--- config.mk ---
export PLATFORM = sky130hd
export DESIGN_NAME = player_motion_ctrl_flat
export DESIGN_NICKNAME = d
export VERILOG_FILES = /design/src/rtl/player_motion_ctrl_if.sv /design/src/rtl/player_motion_ctrl.sv /design/src/flat_wrapper.sv
export SDC_FILE = /design/constraint.sdc
export NUM_CORES = 1
export LEC_CHECK = 0
export ABC_CLOCK_PERIOD_IN_PS = 2800
export CORE_MARGIN = 8
export CORE_UTILIZATION = 55
export DETAILED_ROUTE_END_ITERATION = 8
export PLACE_DENSITY = 0.76
export SYNTH_ARGS = -nofsm -noshare
export SYNTH_HDL_FRONTEND = slang
export SYNTH_SLANG_ARGS = --single-unit
--- constraint.sdc ---
create_clock -name clk -period 2.8 [get_ports clk]
set_clock_uncertainty 0.1 [all_clocks]
set_input_delay 0.56 -clock clk [delete_from_list [all_inputs] [get_ports clk]]
set_output_delay 0.56 -clock clk [all_outputs]
set_load 0.02 [all_outputs]
--- src/rtl/player_motion_ctrl_if.sv ---
// Player motion controller bus: per-frame control inputs and registered sprite outputs.
interface player_motion_ctrl_if;
  logic               frame_tick;
  logic [3:0]         btn;
  logic [3:0]         blocked;
  logic               die;
  logic               respawn;
  logic signed [10:0] centerX;
  logic signed [10:0] centerY;
  logic [2:0]         sprite_num;
  logic               moving;
  logic               tile_done;

  modport master (
    output frame_tick, btn, blocked, die, respawn,
    input  centerX, centerY, sprite_num, moving, tile_done
  );

  modport slave (
    input  frame_tick, btn, blocked, die, respawn,
    output centerX, centerY, sprite_num, moving, tile_done
  );
endinterface

--- src/rtl/player_motion_ctrl.sv ---
// Tile-based player motion controller: moves the sprite one 32-px tile per accepted
// button press in STEP-pixel increments per frame, with walk animation, death and respawn.
module player_motion_ctrl #(
  parameter logic signed [10:0] X0       = 11'sd64,
  parameter logic signed [10:0] Y0       = 11'sd64,
  parameter logic signed [10:0] XMIN     = 11'sd32,
  parameter logic signed [10:0] XMAX     = 11'sd736,
  parameter logic signed [10:0] YMIN     = 11'sd32,
  parameter logic signed [10:0] YMAX     = 11'sd536,
  parameter int                 STEP     = 4,
  parameter int                 ANIM_DIV = 8
) (
  input logic                 clk,
  input logic                 reset,
  player_motion_ctrl_if.slave bus
);

  typedef enum logic [1:0] {
    IDLE = 2'd0,
    MOVE = 2'd1,
    DEAD = 2'd2
  } state_t;

  // Direction codes double as the standing sprite index for that facing.
  localparam logic [1:0] DIR_DOWN  = 2'd0;
  localparam logic [1:0] DIR_UP    = 2'd1;
  localparam logic [1:0] DIR_LEFT  = 2'd2;
  localparam logic [1:0] DIR_RIGHT = 2'd3;

  localparam logic [2:0] SPR_WALK_A = 3'd4;
  localparam logic [2:0] SPR_WALK_B = 3'd5;
  localparam logic [2:0] SPR_DEAD   = 3'd6;

  localparam logic signed [10:0] TILE      = 11'sd32;
  localparam logic signed [10:0] STEP_S    = 11'(STEP);
  localparam logic [5:0]         STEP_U    = 6'(STEP);
  localparam logic [7:0]         ANIM_LAST = 8'(ANIM_DIV - 1);

  state_t             state_r;
  logic signed [10:0] x_r;
  logic signed [10:0] y_r;
  logic [1:0]         dir_r;
  logic [4:0]         pix_cnt_r;
  logic [7:0]         anim_cnt_r;
  logic               walk_b_r;
  logic [2:0]         sprite_r;
  logic               moving_r;
  logic               tile_done_r;

  logic               sel_valid_s;
  logic [1:0]         sel_dir_s;
  logic               sel_blocked_s;
  logic               sel_in_range_s;
  logic               can_move_s;
  logic signed [10:0] x_step_s;
  logic signed [10:0] y_step_s;
  logic [5:0]         pix_sum_s;
  logic               move_done_s;
  logic               anim_wrap_s;

  // Pick the highest-priority pressed button and check that its target tile is enterable.
  always_comb begin
    sel_valid_s    = |bus.btn;
    sel_dir_s      = DIR_RIGHT;
    sel_blocked_s  = bus.blocked[0];
    sel_in_range_s = ((x_r + TILE) <= XMAX);
    if (bus.btn[3]) begin
      sel_dir_s      = DIR_UP;
      sel_blocked_s  = bus.blocked[3];
      sel_in_range_s = ((y_r - TILE) >= YMIN);
    end else if (bus.btn[2]) begin
      sel_dir_s      = DIR_DOWN;
      sel_blocked_s  = bus.blocked[2];
      sel_in_range_s = ((y_r + TILE) <= YMAX);
    end else if (bus.btn[1]) begin
      sel_dir_s      = DIR_LEFT;
      sel_blocked_s  = bus.blocked[1];
      sel_in_range_s = ((x_r - TILE) >= XMIN);
    end else begin
      sel_dir_s      = DIR_RIGHT;
      sel_blocked_s  = bus.blocked[0];
      sel_in_range_s = ((x_r + TILE) <= XMAX);
    end
    can_move_s = sel_valid_s & ~sel_blocked_s & sel_in_range_s;
  end

  // Position after one STEP along the latched direction.
  always_comb begin
    x_step_s = x_r;
    y_step_s = y_r;
    case (dir_r)
      DIR_UP:    y_step_s = y_r - STEP_S;
      DIR_DOWN:  y_step_s = y_r + STEP_S;
      DIR_LEFT:  x_step_s = x_r - STEP_S;
      DIR_RIGHT: x_step_s = x_r + STEP_S;
      default: begin
        x_step_s = x_r;
        y_step_s = y_r;
      end
    endcase
  end

  // The pixel counter is 5 bits, so the 32-px completion is detected on the 6-bit sum.
  always_comb begin
    pix_sum_s   = {1'b0, pix_cnt_r} + STEP_U;
    move_done_s = (pix_sum_s == 6'd32);
    anim_wrap_s = (anim_cnt_r == ANIM_LAST);
  end

  // Main FSM with registered outputs; reset, then die, take precedence over everything else.
  always_ff @(posedge clk) begin
    if (reset) begin
      state_r     <= IDLE;
      x_r         <= X0;
      y_r         <= Y0;
      dir_r       <= DIR_DOWN;
      pix_cnt_r   <= 5'd0;
      anim_cnt_r  <= 8'd0;
      walk_b_r    <= 1'b0;
      sprite_r    <= 3'd0;
      moving_r    <= 1'b0;
      tile_done_r <= 1'b0;
    end else if (bus.die) begin
      state_r     <= DEAD;
      sprite_r    <= SPR_DEAD;
      moving_r    <= 1'b0;
      tile_done_r <= 1'b0;
    end else begin
      tile_done_r <= 1'b0;
      case (state_r)
        IDLE: begin
          moving_r <= 1'b0;
          if (bus.frame_tick && sel_valid_s) begin
            dir_r <= sel_dir_s;
            if (can_move_s) begin
              state_r    <= MOVE;
              pix_cnt_r  <= 5'd0;
              anim_cnt_r <= 8'd0;
              walk_b_r   <= 1'b0;
              sprite_r   <= SPR_WALK_A;
              moving_r   <= 1'b1;
            end else begin
              sprite_r <= {1'b0, sel_dir_s};
            end
          end else begin
            sprite_r <= {1'b0, dir_r};
          end
        end
        MOVE: begin
          if (bus.frame_tick) begin
            x_r       <= x_step_s;
            y_r       <= y_step_s;
            pix_cnt_r <= pix_sum_s[4:0];
            if (move_done_s) begin
              state_r     <= IDLE;
              tile_done_r <= 1'b1;
              moving_r    <= 1'b0;
              sprite_r    <= {1'b0, dir_r};
            end else if (anim_wrap_s) begin
              anim_cnt_r <= 8'd0;
              walk_b_r   <= ~walk_b_r;
              sprite_r   <= walk_b_r ? SPR_WALK_A : SPR_WALK_B;
            end else begin
              anim_cnt_r <= anim_cnt_r + 8'd1;
              sprite_r   <= walk_b_r ? SPR_WALK_B : SPR_WALK_A;
            end
          end else begin
            moving_r <= 1'b1;
          end
        end
        DEAD: begin
          if (bus.respawn) begin
            state_r  <= IDLE;
            x_r      <= X0;
            y_r      <= Y0;
            dir_r    <= DIR_DOWN;
            sprite_r <= 3'd0;
            moving_r <= 1'b0;
          end else begin
            sprite_r <= SPR_DEAD;
            moving_r <= 1'b0;
          end
        end
        default: begin
          state_r  <= IDLE;
          sprite_r <= {1'b0, dir_r};
          moving_r <= 1'b0;
        end
      endcase
    end
  end

  assign bus.centerX    = x_r;
  assign bus.centerY    = y_r;
  assign bus.sprite_num = sprite_r;
  assign bus.moving     = moving_r;
  assign bus.tile_done  = tile_done_r;

endmodule

--- src/flat_wrapper.sv ---
// flat-port wrapper written by rule: the top's interface ports become plain ports
module player_motion_ctrl_flat 
#(
  parameter logic signed [10:0] X0       = 11'sd64,
  parameter logic signed [10:0] Y0       = 11'sd64,
  parameter logic signed [10:0] XMIN     = 11'sd32,
  parameter logic signed [10:0] XMAX     = 11'sd736,
  parameter logic signed [10:0] YMIN     = 11'sd32,
  parameter logic signed [10:0] YMAX     = 11'sd536,
  parameter int                 STEP     = 4,
  parameter int                 ANIM_DIV = 8
)
  (clk, reset, bus_frame_tick, bus_btn, bus_blocked, bus_die, bus_respawn, bus_centerX, bus_centerY, bus_sprite_num, bus_moving, bus_tile_done);
  player_motion_ctrl_if bus_i ();
  input logic clk;
  input logic reset;
  input wire logic [$bits(bus_i.frame_tick)-1:0] bus_frame_tick;
  input wire logic [$bits(bus_i.btn)-1:0] bus_btn;
  input wire logic [$bits(bus_i.blocked)-1:0] bus_blocked;
  input wire logic [$bits(bus_i.die)-1:0] bus_die;
  input wire logic [$bits(bus_i.respawn)-1:0] bus_respawn;
  output wire logic [$bits(bus_i.centerX)-1:0] bus_centerX;
  output wire logic [$bits(bus_i.centerY)-1:0] bus_centerY;
  output wire logic [$bits(bus_i.sprite_num)-1:0] bus_sprite_num;
  output wire logic [$bits(bus_i.moving)-1:0] bus_moving;
  output wire logic [$bits(bus_i.tile_done)-1:0] bus_tile_done;
  assign bus_i.frame_tick = bus_frame_tick;
  assign bus_i.btn = bus_btn;
  assign bus_i.blocked = bus_blocked;
  assign bus_i.die = bus_die;
  assign bus_i.respawn = bus_respawn;
  assign bus_centerX = bus_i.centerX;
  assign bus_centerY = bus_i.centerY;
  assign bus_sprite_num = bus_i.sprite_num;
  assign bus_moving = bus_i.moving;
  assign bus_tile_done = bus_i.tile_done;
  player_motion_ctrl #(.X0(X0), .Y0(Y0), .XMIN(XMIN), .XMAX(XMAX), .YMIN(YMIN), .YMAX(YMAX), .STEP(STEP), .ANIM_DIV(ANIM_DIV)) u_core (.clk(clk), .reset(reset), .bus(bus_i));
endmodule
==> qor.csv <==
metric;value;unit
area_of_the_placeable_core;5850;um^2
worst_hold_slack_after_final_layout;0.397;ns
tritoncts.num_buffers;5;
timing.slew.headroom;61.0;%
grt.overflow.total;0;
worst-endpoint-required;2.95;ns
startpoint;u_core.bus.centerY[5];
synthDominantCellAreaShare;23.8;%
drv_slew;0;
cts_htree_levels;2;
post_synth_main_area_contributors;sky130_fd_sc_hd__dfxtp_1 24%, sky130_fd_sc_hd__ha_1 11%, sky130_fd_sc_hd__a21oi_1 4.7%;
post_drt_wl_per_cell;16.3;um
num_antenna_cells;0;
hold_path.startpoint;u_core.anim_cnt_r[7];
post-route-min-period;2.73;ns
crit_family;compound AO/OA/AOI/OAI gates;
crit_path_start_kind;register;
clock_tree.root_cell;sky130_fd_sc_hd__clkbuf_8;
syn_inst;440;
reg2regPathDepth;10;
floorplan.io_pins;40;
synth.cell_area;3280;um^2
drv_cap;0;
ys_seq_elements;39;
route.vias.total;3526;
timing.critical_path.arrival;2.88;ns
grt_pass1_wl;15500;um
clkSlewWorstSetupHoldPaths;0.09;ns
critical_path.cell_chain;inv_1, ha_1, or3b_1, a32oi_2, o22ai_2, a31oi_2, nand4_1, buf_4, o311ai_1, o211a_1;
syn2layout_area_growth;21.6;%
grt_max_degree;22;
run_status;finished, final reports clean;
drcViolationCount;0;
path_max_fanout;5;
final.period_utilization;97.5;%
kind_of_path_behind_the_tightest_hold_check;register to register;
worstSetupPathType;register to register;
drtIter0Drc;264;
detailed_placer_s_ending_hpwl;6750;um
synth_warnings;0;
fraction_of_registers_with_async_set_reset;0;%
drtPass1Iterations;6;
clock_tree.buffer_depth;2;
detailed_place.area;3840;um^2
reg2reg_slack;0.07;ns
chipHeight;93.2;um
synthFlopType;sky130_fd_sc_hd__dfxtp_1;
fin_nets;534;
cp_slowest_cell;sky130_fd_sc_hd__dfxtp_1;
finalSetupViolations;0;
power-per-cell-area;394;nW/um^2
clkSinkCount;39;
global_route.usage.total;21.3;%
peak_supply_drop;0.360;mV
number_of_global_route_vias_before_repair;3349;
critical-path-max-stage-delay;0.36;ns
post_synth.cell_area_avg;7.46;um^2
port_buffers;35;
n_fill_cell;509;
final_hold_viol_count;0;
fraction_of_final_layout_cells_sized_beyond_drive_strength_1;11.0;%
number_of_cells_on_the_worst_hold_path;2;
netlist_cell_types;66;
p_leak;1.57;nW
worstSkewPairLatency;0.30;ns
seq_area_frac_synth;23.8;%
final_cell_area;3990;um^2
critPathCaptureType;register;
number_of_stages_on_the_worst_setup_path;10;
drt.antenna.violating_nets;0;
rows;28;
floorplan.die_area;8690;um^2
rsz0062_at_grt;yes;
cell_type_contributing_the_most_total_cell_area_after_synthesis;sky130_fd_sc_hd__dfxtp_1;
route.final.wire_length;9240;um
antenna_found_initial;0;
multi_input_area;2340;um^2
register_area;781;um^2
max_freq;366;MHz
synth-edff-count;0;
buffering_stage_count_on_the_worst_path_with_inverters_included;2;
gp_congestion;0.926;
initial_utilization;56.1;%
timing.rr.start;u_core.bus.centerY[5];
cts_tree;yes;
dr_vias_cell;6.22;
dieWidth;93.2;um
worstMarginPinSlew;0.585;ns
most-common-layout-cells;39 x sky130_fd_sc_hd__nor2_1, 39 x sky130_fd_sc_hd__dfxtp_1, 35 x sky130_fd_sc_hd__clkdlybuf4s50_1;
## area by class of cell
cell class,instances,area share [%]
clock buffer,5,1.73
multi-input combinational,355,58.6
timing repair buffer,64,14.2
sequential,39,19.6
clock inverter,3,1.10
inverter,26,2.45
tap,75,2.35
## worst register-to-register path, stage by stage, from the launching register on
cell and delay [ns]:
sky130_fd_sc_hd__dfxtp_1 0.36, sky130_fd_sc_hd__inv_1 0.07, sky130_fd_sc_hd__ha_1 0.28, sky130_fd_sc_hd__or3b_1 0.36, sky130_fd_sc_hd__a32oi_2 0.24, sky130_fd_sc_hd__o22ai_2 0.12
sky130_fd_sc_hd__a31oi_2 0.27, sky130_fd_sc_hd__nand4_1 0.20, sky130_fd_sc_hd__buf_4 0.21, sky130_fd_sc_hd__o311ai_1 0.27, sky130_fd_sc_hd__o211a_1 0.19
## report_power, final
part,switching (mW),internal (mW),total [mW]
combinational,0.270,0.205,0.474
clock,0.224,0.266,0.489
sequential,0.0341,0.576,0.610
total,0.527,1.05,1.57
## final timing paths
check | to
setup / recovery | u_core.bus.moving
hold / removal | u_core.anim_cnt_r[7]
setup reg to reg | u_core.bus.moving
hold reg to reg | u_core.anim_cnt_r[7]
## logic make-up (layout without fill, tap and decap cells)
group | count (synthesis) | in the layout | synth area share (%)
buffers and inverters | 49 | 98 | 6.22
other | 1 | 4 | 0.114
DFF | 39 | 39 | 23.8
muxes | 2 | 2 | 0.686
and+or+nand+nor | 184 | 184 | 29.6
xor gates and xnor gates | 10 | 10 | 2.67
adders and majority gates | 30 | 30 | 11.9
AOI/OAI and AO/OA | 125 | 125 | 25.1
## routing by layer
metal | track usage, % | wire length, um | vias to the layer above
li1 | - | - | 1735
met1 | 27.1 | 4170 | 1643
met2 | 35.3 | 4450 | 132
met3 | 3.61 | 483 | 16
met4 | 7.79 | 131 | 0
met5 | 0 | 0 | -
## sequential cells by signal, indices dropped and copies added, names as in the netlist
signal / cells
u_core.pix_cnt_r: 3
u_core.dir_r: 2
u_core.bus.centerY: 9
u_core.bus.tile_done: 1
u_core.bus.moving: 1
u_core.bus.centerX: 9
u_core.anim_cnt_r: 8
u_core.state_r: 2
u_core.walk_b_r: 1
u_core.bus.sprite_num: 3
## Yosys cell counts, types with 7 or more instances
cell type	instances
sky130_fd_sc_hd__nor2b_1	11
sky130_fd_sc_hd__nand3_1	31
sky130_fd_sc_hd__inv_1	25
sky130_fd_sc_hd__clkbuf_1	17
sky130_fd_sc_hd__nand2_1	28
sky130_fd_sc_hd__a21oi_1	31
sky130_fd_sc_hd__ha_1	28
sky130_fd_sc_hd__dfxtp_1	39
sky130_fd_sc_hd__o21ai_0	19
sky130_fd_sc_hd__nor3_1	20
sky130_fd_sc_hd__xnor2_1	8
sky130_fd_sc_hd__o2111ai_1	8
sky130_fd_sc_hd__or4_1	7
sky130_fd_sc_hd__nor4_1	9
sky130_fd_sc_hd__nor2_1	39
sky130_fd_sc_hd__o21ai_1	15
## stage by stage
step	util, %	setup WS [ns]	setup TNS (ns)	total power [mW]	cells
final	68.2	0.0701	0	1.57	567
after global routing	68.2	-0.0345	-0.0345	1.65	567
after CTS	67.6	0.0448	0	1.57	566
after detailed placement	65.6	0.0133	0	1.08	558
after global placement	65.6	0.0525	0	1.07	558
after floorplan	-	0.0762	0	0.918	443
## what timing repair did
item                                    in CTS  in global routing
hold buffers                                 0                  0
endpoints found under the setup margin       0                 10
setup buffers                                0                  1
resized for setup                            0                  7
No activity file was read; power rests on OpenSTA's default activity.
==> variant: new RTL, same settings <==
One comparison of `anim_cnt_r` changes from == to >=.
--- a/src/rtl/player_motion_ctrl.sv
+++ b/src/rtl/player_motion_ctrl.sv
@@ -104,7 +104,7 @@
   always_comb begin
     pix_sum_s   = {1'b0, pix_cnt_r} + STEP_U;
     move_done_s = (pix_sum_s == 6'd32);
-    anim_wrap_s = (anim_cnt_r == ANIM_LAST);
+    anim_wrap_s = (anim_cnt_r >= ANIM_LAST);
   end
 
   // Main FSM with registered outputs; reset, then die, take precedence over everything else.
Function: no difference found for any inputs over 4 cycles, from zero or initial values and one cycle with reset high; that may be too few to reach the edited logic, so the function may still have changed.
==> variant against the unedited design <==
- synthesized area down 4.8%
- worst setup slack improved by 0.026 ns
- cell area is 2.1% lower
- synthesized cell count decreased by 10%
- clock power is 5.9% lower
- sequential power down 1%
- routed wire length shrank 3.3%
- sequential cell count unchanged
- combinational power fell by 8.6%
- total power is 5.1% lower
- critical path type unchanged
- largest power group unchanged
==> variant: results (changes against the unedited design) <==
worst setup path startpoint=u_core.bus.centerY[6]; Hold Crit Start=u_core.pix_cnt_r[4]; Crit Path Max Fanout=6 (+1); Setup Slack @ Placement=-0.288 ns (-0.301 ns); CP Capture Point=u_core.pix_cnt_r[2]; nets=498 (-6.7%); Clk. pwr=0.000460 W (-5.9%); Slowest cell on crit path=or3b_4; Synth area leaders=dfxtp_1, ha_1, a21oi_1, nor2_1, nand3_1; M1 WL=3.99 mm (-4.5%); Worst Reg-to-Reg Cells=9 (-1); Via Count=3276 (-7.1%); Via density=6.20 (-0.23%); Clock Power Share=0.308 (-0.003); Netlist cell types=71 (+7.6%); met2 wire length=4.28 mm (-3.7%); Worst EP arrival=2.81 ns (-0.07 ns); Worst Hold Endpoint=u_core.pix_cnt_r[4]; vias in the first global route=3100 (-7.4%); register area share after synthesis=0.250 (+0.0119); Tcrit/Tclk final=0.966 (-0.00922); top cell type's share of synthesized area=0.250 (+0.0119); largest net degree at the start of global routing=19 (-14%); Placed Cells=516 (-7.5%); status=finished clean; cell-internal power=0.000996 W (-4.8%); flop-to-flop setup slack=0.1 ns (+0.03 ns); first-pass GRT wire length=14.8 mm (-4.5%); Syn Area/Cell=7.91 um^2 (+6.1%); Power Sequential=0.000601 W (-1%); met3 routed WL=479 um (-0.83%); Max-slew headroom=0.641 (+0.0308)
variant: cell types whose count changed after synthesis, moves of 5 or more:
cell / before / now
nor3b_1: 0 / 6
clkbuf_1: 17 / 10
nand2_1: 28 / 16
o2111ai_1: 8 / 2
o21ai_1: 15 / 0
nand3_1: 31 / 20
or4_1: 7 / 2
variant: final cells by class:
type / instances / share of cell area
Clock buffer: 6 / 0.0240
Multi-Input combinational cell: 314 / 0.565
Tap cell: 72 / 0.0231
Timing Repair Buffer: 72 / 0.161
Clock inverter: 2 / 0.00352
Inverter: 23 / 0.0221
Sequential cell: 39 / 0.202
variant: routing by layer:
layer / up-vias / GRT usage
met1: 1558 / 0.258
met4: 0 / 0.0819
met2: 131 / 0.359
li1: 1566 / -
met5: - / 0
met3: 21 / 0.0354
variant: cell families (layout without fill, tap and decap cells):
| logic type | Yosys count | after routing | synth area share |
|---|---|---|---|
| XOR/XNOR | 10 | 10 | 0.0280 |
| adder cells (fa/ha/maj) | 30 | 30 | 0.125 |
| other | 1 | 4 | 0.00120 |
| AND/OR/NAND/NOR | 161 | 161 | 0.278 |
| AO/OA/AOI/OAI | 109 | 109 | 0.241 |
| flip-flops | 39 | 39 | 0.250 |
| buffers and inverters | 45 | 103 | 0.0761 |
variant: per-stage QoR:
stage	setup TNS [ns]	hold slack (ns)
finish	0	0.396
global route	0	0.418
CTS	0	0.389
detailed placement	-1.90	0.367
global placement	-0.850	0.352
floorplan	0	0.342
variant: repair_timing:
| action | CTS | global route |
|---|---|---|
| endpoints found under the setup margin | 3 | 12 |
| setup buffers | 0 | 4 |
| resized for setup | 1 | 17 |
| hold buffers | 0 | 0 |
| hold endpoints to repair | 0 | 0 |
| pin swaps | 0 | 10 |
